--- config.mk ---
export PLATFORM = sky130hd
export DESIGN_NAME = data_buffer_drain_flat
export DESIGN_NICKNAME = d
export VERILOG_FILES = /design/src/rtl/data_buffer_drain_pkg.sv /design/src/rtl/data_buffer_drain_if.sv /design/src/rtl/data_buffer_drain_skid_queue.sv /design/src/rtl/data_buffer_drain.sv /design/src/flat_wrapper.sv
export SDC_FILE = /design/constraint.sdc
export NUM_CORES = 1
export LEC_CHECK = 0
export CAP_MARGIN = 5
export CELL_PAD_IN_SITES_DETAIL_PLACEMENT = 0
export CELL_PAD_IN_SITES_GLOBAL_PLACEMENT = 1
export CORE_AREA = 2 2 144 111
export CTS_BUF_LIST = sky130_fd_sc_hd__clkbuf_4 sky130_fd_sc_hd__clkbuf_8
export CTS_CLUSTER_DIAMETER = 200
export DETAILED_ROUTE_END_ITERATION = 6
export DIE_AREA = 0 0 146 113
export PLACE_DENSITY = 0.83
export SYNTH_ARGS = -nofsm -noshare
export SYNTH_HDL_FRONTEND = slang
export SYNTH_SLANG_ARGS = --single-unit
--- constraint.sdc ---
create_clock -name clk -period 11 [get_ports clk]
set_input_delay 2.2 -clock clk [delete_from_list [all_inputs] [get_ports clk]]
set_output_delay 2.2 -clock clk [all_outputs]
set_load 0.05 [all_outputs]
--- src/rtl/data_buffer_drain_pkg.sv ---
// data_buffer_drain_pkg: shared constants and types for the DataBuffer read-side drain
package data_buffer_drain_pkg;
  localparam int BUF_RD_LATENCY = 1;
  localparam int DRAIN_Q_DEPTH = 2;
  typedef logic [1:0] queue_cnt_t;
endpackage

--- src/rtl/data_buffer_drain_if.sv ---
// data_buffer_drain_if: buffer read port plus downstream valid/ready stream
interface data_buffer_drain_if #(parameter int DATA_WIDTH = 64);
  logic                  r_empty;
  logic                  r_inc;
  logic [DATA_WIDTH-1:0] r_data;
  logic                  out_valid;
  logic                  out_ready;
  logic [DATA_WIDTH-1:0] out_data;
  modport master (input r_empty, r_data, out_ready, output r_inc, out_valid, out_data);
  modport slave (output r_empty, r_data, out_ready, input r_inc, out_valid, out_data);
endinterface

--- src/rtl/data_buffer_drain_skid_queue.sv ---
// data_buffer_drain_skid_queue: 2-entry shift queue with push/pop/clear and occupancy count
module data_buffer_drain_skid_queue
  import data_buffer_drain_pkg::*;
#(
  parameter int DATA_WIDTH = 64
) (
  input  logic                  clk,
  input  logic                  rst,
  input  logic                  push_i,
  input  logic                  pop_i,
  input  logic                  clear_i,
  input  logic [DATA_WIDTH-1:0] din_i,
  output logic [DATA_WIDTH-1:0] dout_o,
  output queue_cnt_t            count_o
);
  logic [DATA_WIDTH-1:0] s0_q, s0_d, s1_q, s1_d;
  queue_cnt_t            cnt_q, cnt_d;
  logic                  pop, wr_lo;
  // the write slot is chosen after the pop has shifted slot1 down
  always_comb begin
    pop   = pop_i & (cnt_q != '0);
    wr_lo = (cnt_q - queue_cnt_t'(pop)) == '0;
    s0_d  = push_i & wr_lo ? din_i : pop ? s1_q : s0_q;
    s1_d  = push_i & ~wr_lo ? din_i : s1_q;
    cnt_d = clear_i ? '0 : cnt_q + queue_cnt_t'(push_i) - queue_cnt_t'(pop);
  end
  always_ff @(posedge clk or posedge rst) begin
    if (rst) begin
      s0_q  <= '0;
      s1_q  <= '0;
      cnt_q <= '0;
    end else begin
      s0_q  <= s0_d;
      s1_q  <= s1_d;
      cnt_q <= cnt_d;
    end
  end
  assign dout_o  = s0_q;
  assign count_o = cnt_q;
endmodule

--- src/rtl/data_buffer_drain.sv ---
// data_buffer_drain: pops a DataBuffer through its registered read port and re-presents
// entries as a valid/ready stream via a 2-entry queue, with flush and a pop counter
module data_buffer_drain
  import data_buffer_drain_pkg::*;
#(
  parameter int DATA_WIDTH = 64,
  parameter int CNT_WIDTH  = 16
) (
  input  logic                   clk,
  input  logic                   rst,
  data_buffer_drain_if.master    bus,
  input  logic                   flush_i,
  output logic [CNT_WIDTH-1:0]   pop_count_o
);
  logic [BUF_RD_LATENCY-1:0] in_flight_q, in_flight_d;
  logic                      squash_q, squash_d;
  logic [CNT_WIDTH-1:0]      pop_count_q, pop_count_d;
  queue_cnt_t                cnt, occ;
  logic                      capture, r_inc;
  // responses still in flight reserve a queue slot, so the queue can never overflow
  always_comb begin
    occ         = cnt + queue_cnt_t'($countones(in_flight_q));
    r_inc       = ~bus.r_empty & ~flush_i & (occ < queue_cnt_t'(DRAIN_Q_DEPTH));
    capture     = in_flight_q[BUF_RD_LATENCY-1] & ~squash_q;
    in_flight_d = BUF_RD_LATENCY'({in_flight_q, r_inc});
    squash_d    = flush_i & ((|in_flight_q) | r_inc);
    pop_count_d = pop_count_q + CNT_WIDTH'(r_inc);
  end
  always_ff @(posedge clk or posedge rst) begin
    if (rst) begin
      in_flight_q <= '0;
      squash_q    <= 1'b0;
      pop_count_q <= '0;
    end else begin
      in_flight_q <= in_flight_d;
      squash_q    <= squash_d;
      pop_count_q <= pop_count_d;
    end
  end
  data_buffer_drain_skid_queue #(.DATA_WIDTH(DATA_WIDTH)) u_queue (
    .clk     (clk),
    .rst     (rst),
    .push_i  (capture),
    .pop_i   (bus.out_valid & bus.out_ready),
    .clear_i (flush_i),
    .din_i   (bus.r_data),
    .dout_o  (bus.out_data),
    .count_o (cnt)
  );
  assign bus.r_inc     = r_inc;
  assign bus.out_valid = cnt != '0;
  assign pop_count_o   = pop_count_q;
`ifndef SYNTHESIS
  always_ff @(posedge clk) begin
    if (!rst) begin
      assert (!(capture && cnt == queue_cnt_t'(DRAIN_Q_DEPTH)));
      assert (!(r_inc && bus.r_empty));
    end
  end
`endif
endmodule

--- src/flat_wrapper.sv ---
// flat-port wrapper written by rule: the top's interface ports become plain ports
module data_buffer_drain_flat import data_buffer_drain_pkg::*;
#(
  parameter int DATA_WIDTH = 64,
  parameter int CNT_WIDTH  = 16
)
  (clk, rst, flush_i, pop_count_o, bus_r_empty, bus_r_data, bus_out_ready, bus_r_inc, bus_out_valid, bus_out_data);
  data_buffer_drain_if #(.DATA_WIDTH(DATA_WIDTH)) bus_i ();
  input  logic clk;
  input  logic rst;
  input  logic flush_i;
  output logic [CNT_WIDTH-1:0] pop_count_o;
  input wire logic [$bits(bus_i.r_empty)-1:0] bus_r_empty;
  input wire logic [$bits(bus_i.r_data)-1:0] bus_r_data;
  input wire logic [$bits(bus_i.out_ready)-1:0] bus_out_ready;
  output wire logic [$bits(bus_i.r_inc)-1:0] bus_r_inc;
  output wire logic [$bits(bus_i.out_valid)-1:0] bus_out_valid;
  output wire logic [$bits(bus_i.out_data)-1:0] bus_out_data;
  assign bus_i.r_empty = bus_r_empty;
  assign bus_i.r_data = bus_r_data;
  assign bus_i.out_ready = bus_out_ready;
  assign bus_r_inc = bus_i.r_inc;
  assign bus_out_valid = bus_i.out_valid;
  assign bus_out_data = bus_i.out_data;
  data_buffer_drain #(.DATA_WIDTH(DATA_WIDTH), .CNT_WIDTH(CNT_WIDTH)) u_core (.clk(clk), .rst(rst), .bus(bus_i), .flush_i(flush_i), .pop_count_o(pop_count_o));
endmodule
==> results of run 1 <==
## cells in the final DEF (no fill, tap or decap)
master,netlist,routed
clkdlybuf4s50_1,0,150
dfrtp_1,148,147
nor4_1,67,67
mux2i_1,64,64
a21oi_1,64,64
mux2_1,60,60
clkbuf_8,0,20
xor2_1,11,11
buf_4,8,8
xnor2_1,6,6
nand4_1,6,6
nor3_1,5,5
inv_1,6,5
nor2_1,5,5
ha_1,5,5
bufinv_16,0,5
nand2_1,4,4
mux2_2,4,4
nand3_1,2,2
clkinv_2,0,2
clkinvlp_4,0,2
clkbuf_4,0,2
nor2b_4,1,1
nand2b_2,0,1
o21bai_4,0,1
or3_2,0,1
o21ai_4,0,1
nor2b_1,1,1
and2_1,1,1
or2_2,1,1
inv_6,0,1
dfrtp_2,0,1
## cell type report
class                      count  area (um^2)  area share [%]
clock buffer                  22        290.3           3.408
tap                          205        256.5           3.011
clock inverter                 9        175.2           2.056
sequential                   148         3705           43.49
inverter                       6        27.53          0.3231
multi-input combinational    311         2502           29.38
timing repair buffer         158         1562           18.33
## worst max-delay path: cells and delay by family
family	cells	cell delay, ns
and+or+nand+nor	1	0.38
buffers and inverters	2	1.35
## power by group through the flow
stage	clock, uW	sequential (uW)	combinational [uW]
floorplan	0	1380	413
global placement	0	935	1230
detailed placement	0	952	1250
CTS	498	942	1260
global route	528	974	1310
finish	489	942	1250
## state kept, by name (all words and copies together), names as in the netlist
signal	count
u_core.squash_q	1
u_core.u_queue.count_o	2
u_core.u_queue.s1_q	64
u_core.pop_count_o	16
u_core.u_queue.dout_o	64
u_core.in_flight_q	1
## final timing paths
| path | startpoint | to | slack (ns) |
|---|---|---|---|
| min | u_core.pop_count_o[15] | u_core.pop_count_o[15] | 0.48 |
| max in group asynchronous | rst | u_core.u_queue.s1_q[45] | 7.36 |
| min reg2reg | u_core.pop_count_o[15] | u_core.pop_count_o[15] | 0.48 |
| min in group asynchronous | rst | u_core.u_queue.dout_o[55] | 2.23 |
| max | flush_i | bus_r_inc | 4.87 |
| max reg2reg | u_core.u_queue.count_o[1] | u_core.u_queue.s1_q[56] | 8.12 |
## per-layer routing
metal	vias up	GRT usage, %	share of wire, %
met1	2297	28.65	49
met4	0	5.502	0.92
met2	150	30.85	44
met3	13	5.766	5.9
met5	-	0	0
li1	2131	-	-
## logic make-up (layout without fill, tap and decap cells)
group / after synthesis / after routing / synth area share [%]
XOR/XNOR: 17 / 17 / 2.293
multiplexers: 128 / 128 / 20.96
adder cells (fa/ha/maj): 5 / 5 / 0.9634
AO/OA/AOI/OAI: 66 / 66 / 5.183
buffers and inverters: 49 / 195 / 4.778
flip-flops: 148 / 148 / 57.03
AND/OR/NAND/NOR: 95 / 95 / 8.786
## stage by stage
step           hold WS, ns  cells
4_1_cts             0.4795    859
6_report            0.4793    859
3_5_place_dp        0.4576    828
5_1_grt             0.5091    859
3_3_place_gp        0.4683    828
2_1_floorplan       0.4635    508
==> results_dict.tcl, run 1 <==
set metrics [dict create \
    p_int_uw 1549 \
    dpl_cell_area_um2 8053 \
    first_pass_iters 4 \
    synth_cells 508 \
    fp.dieW_um 146 \
    synth.most_common_cell "dfrtp_1" \
    synth_common_cells "dfrtp_1 (148), nor4_1 (67), a21oi_1 (64), mux2i_1 (64), mux2_1 (60)" \
    cp-start-kind "input port" \
    yosys.area.top_type "dfrtp_1" \
    wire_per_inst_um 18.69 \
    min_path_cells 1 \
    synthesis.nets 582 \
    rsz0062_at_grt "false" \
    grt_pass1_wl_mm 26.28 \
    synthTopCellsByArea "dfrtp_1 (57%), mux2_1 (10%), mux2i_1 (9.9%)" \
    place_congestion 0.7596 \
    synth-edff-count 0 \
    finalCriticalPeriod_ns 6.134 \
    cp.required_ns 8.80 \
    async_flop_share_pct 100.0 \
    pre_cts_ws_ns 4.863 \
    core_um2 15030 \
    avgViaCountPerCell 5.345 \
    cp_slowest_cell "clkdlybuf4s50_1" \
    syn_area_um2 6494 \
    cp.arrival_ns 3.93 \
    io_pins 151 \
    finalMaxSlewViolations 0 \
    cts_resized 0 \
    syn_area_per_cell_um2 12.78 \
    fillers 1256 \
    pwr-share-clk_pct 18.3 \
    switching_share_pct 42.12 \
    cts_tree "done" \
    cpMostUsedCell "clkdlybuf4s50_1" \
    vias 4591 \
    synth-seq-cells 148 \
    hpwlAfterDp_mm 10.07 \
    clk_pin_slew_ns 0.07 \
    irDropWorstVdd_mv 0.1812 \
    numCtsBuffers 17 \
    htree_levels 4 \
    setup_viol 0 \
    grt_max_degree 78 \
    antenna_found_initial 0 \
    status "completed" \
    path_cells "clkdlybuf4s50_1 -> nor3_1 -> clkdlybuf4s50_1" \
    relSlewSlack_pct 29.61 \
    nets 716 \
    finalPower_uw 2677 \
    fp.dieArea_um2 16500 \
    area_delta_synth_final_pct 31.18 \
    drt_wl_total_mm 16.06 \
    grt_pass1_vias 4909 \
    synth_top_area_share_pct 57.03 \
    final.setup.tns_ns 0 \
    cp_slowest_stage_delay_ns 0.89 \
    drive_gt1_share_pct 7.798 \
    critical_path_class "in2out" \
    finalWorstSetupSlack_ns 4.866 \
    ant_nets 0 \
    drt_iter0_drc 275 \
    final_util_pct 56.68 \
    num_rows 39 \
    yosysWarnings 0 \
    switchingPower_uw 1127 \
    stdcell_area_um2 8518 \
    diodes 0 \
    hp-class "reg2reg" \
    rr_worst_depth 4 \
    drv_cap 0 \
    overflow 0 \
    power_frac_seq_pct 35.2 \
    combPwrFrac_pct 46.5 \
    clk_latency_ns 0.45 \
    path_max_fanout 4 \
    fin_skew_ns 0.009119 \
    cts_root_buf "clkbuf_8" \
    cts_hold_buf 0 \
    drc 0 \
    synth_cell_type_count 28 \
    fin_crit_sh_pct 55.77 \
    synth_flop_cell "dfrtp_1" \
    ys_seq_area_share_pct 57.03 \
    fmax_ghz 0.1630 \
    start_util_pct 43.21 \
    p_leak_uw 0.003902 \
    grt_usage_pct 20.25 \
    end_kind "output port" \
    numClockSinks 148 \
    power_density_nw_per_um2 314.2 \
    hold_violations 0 \
    clock_path_buffers 2 \
    post_cts_buffers 0 \
    portBuffers 150 \
    worst_pin_slew_ns 1.053 \
    die_height_um 113 \
]
Power figures use the tool's default switching activity.
==> inputs of run 2 (changes only) <==
- CORE_AREA: 2 2 144 111 -> 2 2 156 120
- DIE_AREA: 0 0 146 113 -> 0 0 158 122
- PLACE_DENSITY: 0.83 -> 0.74
- clock period: 11 -> 5 ns (I/O delays scaled with it)
==> run 2 against run 1 <==
Against the previous run:
- flip-flop and latch count unchanged
- clock power up 110%
- sequential share of layout area is 0.29 points lower
- register-to-register slack worse by 5.9 ns
- critical path depth unchanged
- clock-buffer cell count grew 1
- core utilization fell by 9.0 points
- cell area rose by 0.68%
- global-route usage is 2.7 points lower
- sequential power increased by 120%
- critical path type unchanged
- critical endpoint unchanged
==> results_dict.tcl, run 2 (synthesized netlist as in run 1, its figures left out) <==
set metrics [dict create \
    status "completed" \
    drv_cap 0 \
    reg2reg_from "u_core.u_queue.count_o[1]" \
    finalMaxSlewViolations 0 \
    overflow 0 \
    end_kind "output port" \
    cp-start-kind "input port" \
    relSlewSlack_pct 31.30 \
    numClockSinks 148 \
    rr_worst_depth 4 \
    hp-class "reg2reg" \
    worstReg2RegEnd "u_core.u_queue.s1_q[44]" \
    grt_pass1_wl_mm 26.25 \
    grt_max_degree 77 \
    fin_crit_sh_pct 75.32 \
    fp.dieW_um 158 \
    cp_slowest_stage_delay_ns 0.89 \
    diodes 0 \
    setup_viol 0 \
    rsz0062_at_grt "false" \
    area_delta_synth_final_pct 32.06 \
    power_density_nw_per_um2 681.7 \
    post_cts_buffers 0 \
    cp_slowest_cell "clkdlybuf4s50_1" \
    cts_resized 0 \
    antenna_found_initial 0 \
    final.setup.tns_ns 0 \
    min_from "u_core.pop_count_o[15]" \
    clk_latency_ns 0.44 \
    drive_gt1_share_pct 7.939 \
    io_pins 151 \
    avgViaCountPerCell 5.098 \
    numCtsBuffers 17 \
    mostFrequentLayoutCell "clkdlybuf4s50_1" \
    regArea_um2 3705 \
    num_rows 43 \
    drc 0 \
    hold_end "u_core.pop_count_o[15]" \
    drt_wl_total_mm 16.13 \
    portBuffers 150 \
    crit_family "buffers and inverters" \
    nets 717 \
    cts_tree "done" \
    path_cells "clkdlybuf4s50_1 -> nor3_1 -> clkdlybuf4s50_1" \
    fillers 1632 \
    die_height_um 122 \
    hold_violations 0 \
    clock_path_buffers 2 \
    worst_pin_slew_ns 1.028 \
    wire_per_inst_um 17.89 \
    multi_input_area_um2 2502 \
    clk_pin_slew_ns 0.08 \
    place_congestion 0.7398 \
    cp.arrival_ns 2.77 \
    cpMostUsedCell "clkdlybuf4s50_1" \
    drt_iter0_drc 227 \
    ant_nets 0 \
    grt_usage_pct 17.55 \
    crit_buf_inv 2 \
    core_um2 17970 \
    vias 4598 \
    reg2reg_slack_ns 2.20 \
    path_max_fanout 4 \
    hpwlAfterDp_mm 9.816 \
    finalCriticalPeriod_ns 3.766 \
    fmax_ghz 0.2655 \
    startpoint "flush_i" \
    irDropWorstVdd_mv 0.3473 \
    cts_root_buf "clkbuf_8" \
    start_util_pct 36.14 \
    final_cell_mix "clkdlybuf4s50_1 (150), dfrtp_1 (147), nor4_1 (67)" \
    grt_pass1_vias 4936 \
    fp.dieArea_um2 19280 \
    fin_skew_ns 0.01148 \
    cts_hold_buf 0 \
    htree_levels 4 \
    first_pass_iters 4 \
    cp.required_ns 4.00 \
    p_leak_uw 0.003908 \
    critical_path_class "in2out" \
    worst_hold_slack_ns 0.4767 \
    min_path_cells 1 \
]
-- run 2: worst max-delay path by stage --
stage | slack [ns] | to | cells after the start
floorplan | 0.02 | u_core.in_flight_q | 1
global placement | 1.29 | bus_r_inc | 3
detailed placement | 1.26 | bus_r_inc | 3
CTS | 1.24 | bus_out_valid | 3
global route | 1.15 | bus_r_inc | 3
finish | 1.23 | bus_r_inc | 3
-- run 2: area by class of cell --
type | count | area share (%)
multi-input cells | 311 | 29.18
well taps | 247 | 3.604
flip-flops and latches | 148 | 43.20
clock inverters | 8 | 1.707
repair buffers | 159 | 18.44
clock buffers | 23 | 3.545
inverters | 6 | 0.3210
-- run 2: through the flow --
stage	instance area [um^2]	worst slack [ns]	instances	util, %	total power [uW]
2_1_floorplan	6494	0.02031	508	-	3938
3_3_place_gp	8125	1.286	871	45.22	4768
3_5_place_dp	8125	1.263	871	45.22	4846
4_1_cts	8576	1.240	902	47.72	5914
5_1_grt	8576	1.153	902	47.72	6177
6_report	8576	1.234	902	47.72	5846
-- run 2: power breakdown --
part,internal (uW),switching [uW],leakage (uW)
Clock,607,444,0.000229
Sequential,1750,315,0.00178
Combinational,1020,1710,0.00190
-- run 2: metal layers --
| metal | routed length (um) | vias up | track usage (%) |
|---|---|---|---|
| li1 | - | 2144 | - |
| met1 | 7716 | 2312 | 24.41 |
| met2 | 7332 | 124 | 26.96 |
| met3 | 927 | 18 | 5.123 |
| met4 | 157 | 0 | 4.561 |
| met5 | 0 | - | 0 |
==> inputs of run 3 (changes only) <==
- clock period: 5 -> 3.2 ns (I/O delays scaled with it)
==> run 3 against run 2 <==
Against the previous run:
- non-clock buffer count is the same
- cell area grew 0.63%
- hold slack gained 0.016 ns
- critical path depth shrank 1
- combinational power grew 58%
- sequential power grew 56%
- highest routed layer unchanged
- power grew 58%
- clock skew grew 0.0025 ns
- core utilization grew 0.30 points
- sequential share of layout area shrank 0.27 points
- critical endpoint is now bus_out_valid
- critical path type is now reg2out
- global-route usage shrank 0.21 points
==> results_dict.tcl, run 3 (synthesized netlist as in run 1, its figures left out) <==
set metrics [dict create \
    drc 0 \
    avgViaCountPerCell 5.132 \
    fin_crit_sh_pct 81.32 \
    fp.dieW_um 158 \
    cp.required_ns 2.56 \
    cts_resized 0 \
    p_leak_uw 0.003928 \
    finalPower_uw 9216 \
    portBuffers 150 \
    fp.dieArea_um2 19280 \
    io_pins 151 \
    grt_pass1_vias 4763 \
    final_util_pct 48.02 \
    worst_hold_slack_ns 0.4923 \
    drv_cap 0 \
    diodes 0 \
    final.setup.tns_ns 0 \
    cts_root_buf "clkbuf_8" \
    grt_usage_pct 17.34 \
    grt_pass1_wl_mm 25.73 \
    vias 4629 \
    setup_viol 0 \
    numCtsBuffers 17 \
    antenna_found_initial 0 \
    overflow 0 \
    finalCriticalPeriod_ns 2.602 \
    fin_skew_ns 0.01397 \
    ant_nets 0 \
    clk_latency_ns 0.44 \
    place_congestion 0.7730 \
    core_um2 17970 \
    path_max_fanout 5 \
    power_density_nw_per_um2 1068 \
    final_cell_mix "clkdlybuf4s50_1 (149), dfrtp_1 (147), nor4_1 (67)" \
    irDropWorstVdd_mv 0.4507 \
    clk_pin_slew_ns 0.08 \
    fmax_ghz 0.3843 \
    cts_tree "done" \
    drive_gt1_share_pct 8.244 \
    worst_pin_slew_ns 0.8404 \
    dpl_cell_area_um2 8164 \
    end_kind "output port" \
    relSlewSlack_pct 43.97 \
    post_cts_buffers 0 \
    start_util_pct 36.14 \
    wire_per_inst_um 18.23 \
    cp_slowest_stage_delay_ns 0.70 \
    htree_levels 4 \
    clock_path_buffers 2 \
    die_height_um 122 \
    numClockSinks 148 \
    rsz0062_at_grt "false" \
    drt_iter0_drc 227 \
    mostFrequentLayoutCell "clkdlybuf4s50_1" \
    grt_max_degree 149 \
    nets 717 \
    cp-start-kind "flop" \
    first_pass_iters 4 \
    hp-class "reg2reg" \
    fillers 1644 \
    num_rows 43 \
    status "completed" \
    cts_hold_buf 0 \
    drt_wl_total_mm 16.44 \
    hold_violations 0 \
    cp_slowest_cell "clkdlybuf4s50_1" \
    path_cells "or2_2 -> clkdlybuf4s50_1" \
    finalMaxSlewViolations 0 \
    hpwlAfterDp_mm 9.812 \
    area_delta_synth_final_pct 32.89 \
    stdcell_area_um2 8630 \
    critical_path_class "reg2out" \
    cp.arrival_ns 1.96 \
]
## run 3: changes by cell type in the layout (fill, tap and decap cells not counted), sizes merged
cell / before / now
inv: 7 / 5
clkbuf: 23 / 22
clkinvlp: 1 / 3
bufinv: 4 / 5
buf: 9 / 10
clkdlybuf4s50: 150 / 149
## run 3: worst max-delay path: cells and delay by family, from the launching register on
family	cells	cell delay, ns
buffers and inverters	1	0.70
AND/OR/NAND/NOR	1	0.35
flip-flops	1	0.48
## run 3: path summary, 6_finish.rpt
kind / start / to / slack, ns / cells past startpoint
max reg2reg: u_core.u_queue.count_o[0] / u_core.pop_count_o[14] / 0.98 / 8
min in group asynchronous: rst / u_core.u_queue.s1_q[54] / 0.80 / 3
min: u_core.u_queue.s1_q[13] / u_core.u_queue.s1_q[13] / 0.49 / 1
max in group asynchronous: rst / u_core.u_queue.s1_q[20] / 1.83 / 3
min reg2reg: u_core.u_queue.s1_q[13] / u_core.u_queue.s1_q[13] / 0.49 / 1
max: u_core.u_queue.count_o[0] / bus_out_valid / 0.60 / 2
## run 3: layer usage
layer,vias to the layer above,global-route usage [%],share of wire (%)
li1,2141,-,-
met1,2366,23.74,48
met2,111,26.63,45
met3,11,6.083,6.4
met4,0,3.885,0.80
met5,-,0,0
## run 3: area by class of cell
class                      instances  area, um^2  share of cell area [%]
clock buffer                      22       290.3                   3.364
clock inverter                     9       175.2                   2.030
inverter                           6       26.28                  0.3045
multi-input combinational        311        2507                   29.06
sequential                       148        3705                   42.93
tap                              247       309.0                   3.581
timing repair buffer             159        1617                   18.73
## run 3: stage by stage
stage	setup slack (ns)	std cells
floorplan	0.5180	508
global placement	0.6254	871
detailed placement	0.5492	871
CTS	0.5507	902
global route	0.5076	902
finish	0.5977	902
## run 3: report_power, final
group	leakage [uW]	switching, uW	internal (uW)
combinational	0.00192	2710	1610
clock	0.000232	676	1000
sequential	0.00178	489	2740
==> RTL edit 1, RTL diff (flow settings as in run 1) <==
Change the package constant `BUF_RD_LATENCY` from 1 to 2.
--- a/src/rtl/data_buffer_drain_pkg.sv
+++ b/src/rtl/data_buffer_drain_pkg.sv
@@ -1,6 +1,6 @@
 // data_buffer_drain_pkg: shared constants and types for the DataBuffer read-side drain
 package data_buffer_drain_pkg;
-  localparam int BUF_RD_LATENCY = 1;
+  localparam int BUF_RD_LATENCY = 2;
   localparam int DRAIN_Q_DEPTH = 2;
   typedef logic [1:0] queue_cnt_t;
 endpackage
Behaviour: not the same (Yosys sat finds a counterexample within 4 cycles, from zero or initial values and one cycle with rst high).
==> RTL edit 1 against run 1 <==
Routed wire length is 0.39% lower; area after synthesis is 0.83% higher; worst hold slack worse by 64 ps; sequential cell count up 1; final cell count is 0.12% higher; design area decreased by 0.51%; setup slack got worse by 18 ps; power rose by 2.1%; register-to-register slack got worse by 130 ps; non-clock buffer count did not move; clock skew rose by 2.9 ps; largest cell class unchanged.
==> RTL edit 1: results (changes against run 1) <==
* Largest net degree at the start of global routing at 77 (was 78)
* WL met2 at 7220 µm (was 7100 µm)
* Worst r2r dst: u_core.u_queue.s1_q[41] (was u_core.u_queue.s1_q[56])
* Number of global-route vias before repair at 5009 (was 4909)
* R2R depth at 5 (was 4)
* Status: complete, no violations (unchanged)
* Multi-In Gates at 314 (was 311)
* Vias at 4675 (was 4591)
* DP Worst Slack at 4840 ps (was 4860 ps)
* Count of non-CTS inverters in the layout at 5 (was 6)
* Reg-to-reg setup timing slack at 7990 ps (was 8120 ps)
* Met3 usage at 6.73% (was 5.77%)
* Crit path arrival time at 3950 ps (was 3930 ps)
* Total GRT Usage at 19.7% (was 20.2%)
* Worst Tran Pin Value at 1020 ps (was 1050 ps)
* Post-route clock period utilization at 55.9% (was 55.8%)
* Placed cells at 831 (was 828)
* Synth cell count leaders: dfrtp_1 (149), nor4_1 (68), a21oi_1 (65), mux2_2 (64), mux2i_1 (64) (was dfrtp_1 (148), nor4_1 (67), a21oi_1 (64), mux2i_1 (64), mux2_1 (60))
* First-pass GRT wire length at 25700 µm (was 26300 µm)
* Design area at 8470 µm² (was 8520 µm²)
* Pleak at 3.89 nW (was 3.90 nW)
* Routability cong. at 0.797 (was 0.760)
* Synth area leaders: dfrtp_1 (57%), mux2_2 (11%), mux2i_1 (9.8%) (was dfrtp_1 (57%), mux2_1 (10%), mux2i_1 (9.9%))
* Nets at 720 (was 716)
* Hold path start: u_core.in_flight_q[0] (was u_core.pop_count_o[15])
* Clk sink count at 149 (was 148)
* Clock-cell share at 4.39% (was 5.46%)
* Sequential share of the synthesized area at 56.9% (was 57.0%)
* Fillers at 1282 (was 1256)
* Skew final at 12.0 ps (was 9.12 ps)
* Hold path endpoint: u_core.in_flight_q[1] (was u_core.pop_count_o[15])
* Ratio of cells with drive above 1 in the final layout at 16.6% (was 7.80%)
* Via density at 5.44 (was 5.34)
* Routed len/inst at 18.6 µm (was 18.7 µm)
* CLK BUF at 23 (was 22)
* WL met1 at 7440 µm (was 7850 µm)
* Unique masters post-synth at 27 (was 28)
* Global Route met1 Usage at 26.7% (was 28.7%)
* Syn_nets at 586 (was 582)
* Maximum VDD drop at 0.224 mV (was 0.181 mV)
* Wire length on met3 at 1170 µm (was 954 µm)
* Hold slack at 416 ps (was 479 ps)
* Synth Area per Inst at 12.8 µm² (about the same)
RTL edit 1: cell types whose count changed after synthesis, moves of 2 or more:
cell,delta
buf_2,+6
clkbuf_1,-5
mux2_1,-60
mux2_2,+60
nand2_1,-2
nand3_1,+7
nand4_1,-3
nor2_1,-3
xnor2_1,+2
xor2_1,-2
RTL edit 1: report_power, final:
part | internal, mW | switching, mW
Clock | 0.218 | 0.191
Sequential | 0.804 | 0.149
Combinational | 0.524 | 0.847
RTL edit 1: logic make-up after synthesis:
| kind of cell | after synthesis | share of synthesized area (%) |
|---|---|---|
| xor+xnor | 17 | 2.27 |
| compound gates | 68 | 5.33 |
| fa+ha+maj | 6 | 1.15 |
| flops | 149 | 56.9 |
| buf+inv | 48 | 4.85 |
| mux | 128 | 20.8 |
| simple gates | 95 | 8.66 |
RTL edit 1: worst register-to-register path, stage by stage, from the launching register on:
cell	delay [ps]
dfrtp_1	460
nor2b_4	160
buf_4	380
o21bai_4	910
buf_4	590
mux2_2	410
==> RTL edit 2, RTL diff (config.mk and constraints of run 1) <==
Without the edit above. Register the output `pop_count_o` once more, cleared by the reset; this adds one clock of latency there. The other outputs are not delayed to match.
--- a/src/rtl/data_buffer_drain.sv
+++ b/src/rtl/data_buffer_drain.sv
@@ -49,7 +49,13 @@
   );
   assign bus.r_inc     = r_inc;
   assign bus.out_valid = cnt != '0;
-  assign pop_count_o   = pop_count_q;
+  always_ff @(posedge clk or posedge rst) begin
+    if (rst) begin
+      pop_count_o <= '0;
+    end else begin
+      pop_count_o <= pop_count_q;
+    end
+  end
 `ifndef SYNTHESIS
   always_ff @(posedge clk) begin
     if (!rst) begin
Formal check against the unedited RTL: not equivalent (a bounded check fails within 4 cycles, from zero or initial values and one cycle with rst high).
==> RTL edit 2 against run 1 <==
Count of clock-buffer cells in the layout decreased by 3; via count increased by 3.7%; routed wire length grew 2.5%; design area up 3.8%; final cell count increased by 2.0%; sequential cell count grew 16; power rose by 0.53%; area after synthesis up 6.2%; clock power decreased by 13%; non-clock buffer count did not move; sequential power is 7% higher; setup slack got worse by 69 ps; worst hold slack got worse by 63 ps; critical path type unchanged; largest power group unchanged.
==> RTL edit 2: results (changes against run 1) <==
* Via density at 5.43 (was 5.34)
* Largest net degree at the start of global routing at 87 (was 78)
* Nets at 732 (was 716)
* Post-synthesis mux area share at 19.7% (was 21.0%)
* Drt initial violations at 257 (was 275)
* Placed cells at 844 (was 828)
* Synth Area per Inst at 13.2 µm² (was 12.8 µm²)
* Fin crit period at 6200 ps (was 6130 ps)
* Worst Tran Pin Value at 1090 ps (was 1050 ps)
* Ratio of cells with drive above 1 in the final layout at 7.15% (was 7.80%)
* Syn_nets at 598 (was 582)
* Hpwl dp at 10000 µm (was 10100 µm)
* H-tree levels at 4 (unchanged)
* Routability cong. at 0.796 (was 0.760)
* DP Worst Slack at 4790 ps (was 4860 ps)
* Non-filler instance count after layout at 876 (was 859)
* Total GRT Usage at 20.1% (was 20.2%)
* Sequential share of the synthesized area at 59.5% (was 57.0%)
* Fillers at 1286 (was 1256)
* Hold slack at 416 ps (was 479 ps)
* XOR/XNOR Fraction of Synth Area at 2.16% (was 2.29%)
* Number of global-route vias before repair at 5018 (was 4909)
* Maximum VDD drop at 0.173 mV (was 0.181 mV)
* Synth cell count leaders: dfrtp_1 (164), nor4_1 (67), a21oi_1 (64), mux2_1 (64), mux2i_1 (64) (was dfrtp_1 (148), nor4_1 (67), a21oi_1 (64), mux2i_1 (64), mux2_1 (60))
* Pleak at 4.07 nW (was 3.90 nW)
* Routed len/inst at 18.8 µm (was 18.7 µm)
* Synth Area in Compound Gates at 4.88% (was 5.18%)
* Status: complete, no violations (unchanged)
==> RTL edit 2: cell types whose count changed after synthesis <==
| cell | run 1 | this run |
|---|---|---|
| or2_1 | 0 | 1 |
| dfrtp_1 | 148 | 164 |
| inv_2 | 0 | 1 |
| mux2_2 | 4 | 0 |
| clkbuf_1 | 16 | 18 |
| buf_1 | 2 | 0 |
| buf_4 | 8 | 9 |
| buf_2 | 5 | 4 |
| or2_2 | 1 | 0 |
| inv_1 | 6 | 5 |
| mux2_1 | 60 | 64 |
==> RTL edit 2: layer usage <==
layer | track usage, % | up-vias | share of wire, %
met5 | 0 | - | 0
met4 | 6.28 | 0 | 1.3
met3 | 5.97 | 19 | 6.0
met2 | 32.0 | 145 | 47
met1 | 26.9 | 2405 | 46
li1 | - | 2190 | -
==> RTL edit 2: final timing paths <==
kind                                           startpoint                   endpoint  cells after the start
worst max-delay path                              flush_i                  bus_r_inc                      3
worst min-delay path               u_core.pop_count_q[15]     u_core.pop_count_o[15]                      0
worst max register to register  u_core.u_queue.count_o[1]     u_core.pop_count_q[14]                      8
worst min register to register     u_core.pop_count_q[15]     u_core.pop_count_o[15]                      0
max in group asynchronous                             rst  u_core.u_queue.count_o[1]                      3
min in group asynchronous                             rst  u_core.u_queue.dout_o[59]                      2
==> RTL edit 2: where the power goes <==
part	switching, mW	total [mW]	internal, mW	leakage (nW)
clock	0.217	0.426	0.209	0.195
sequential	0.150	1.01	0.864	1.98
combinational	0.789	1.25	0.461	1.89
==> RTL edit 2: cell type report <==
cell class / count / area (µm²) / area share [%]
inverter: 6 / 27.5 / 0.311
sequential: 164 / 4110 / 46.4
multi-input combinational: 311 / 2500 / 28.3
tap: 205 / 256 / 2.90
clock inverter: 13 / 134 / 1.51
clock buffer: 19 / 255 / 2.89
timing repair buffer: 158 / 1560 / 17.7
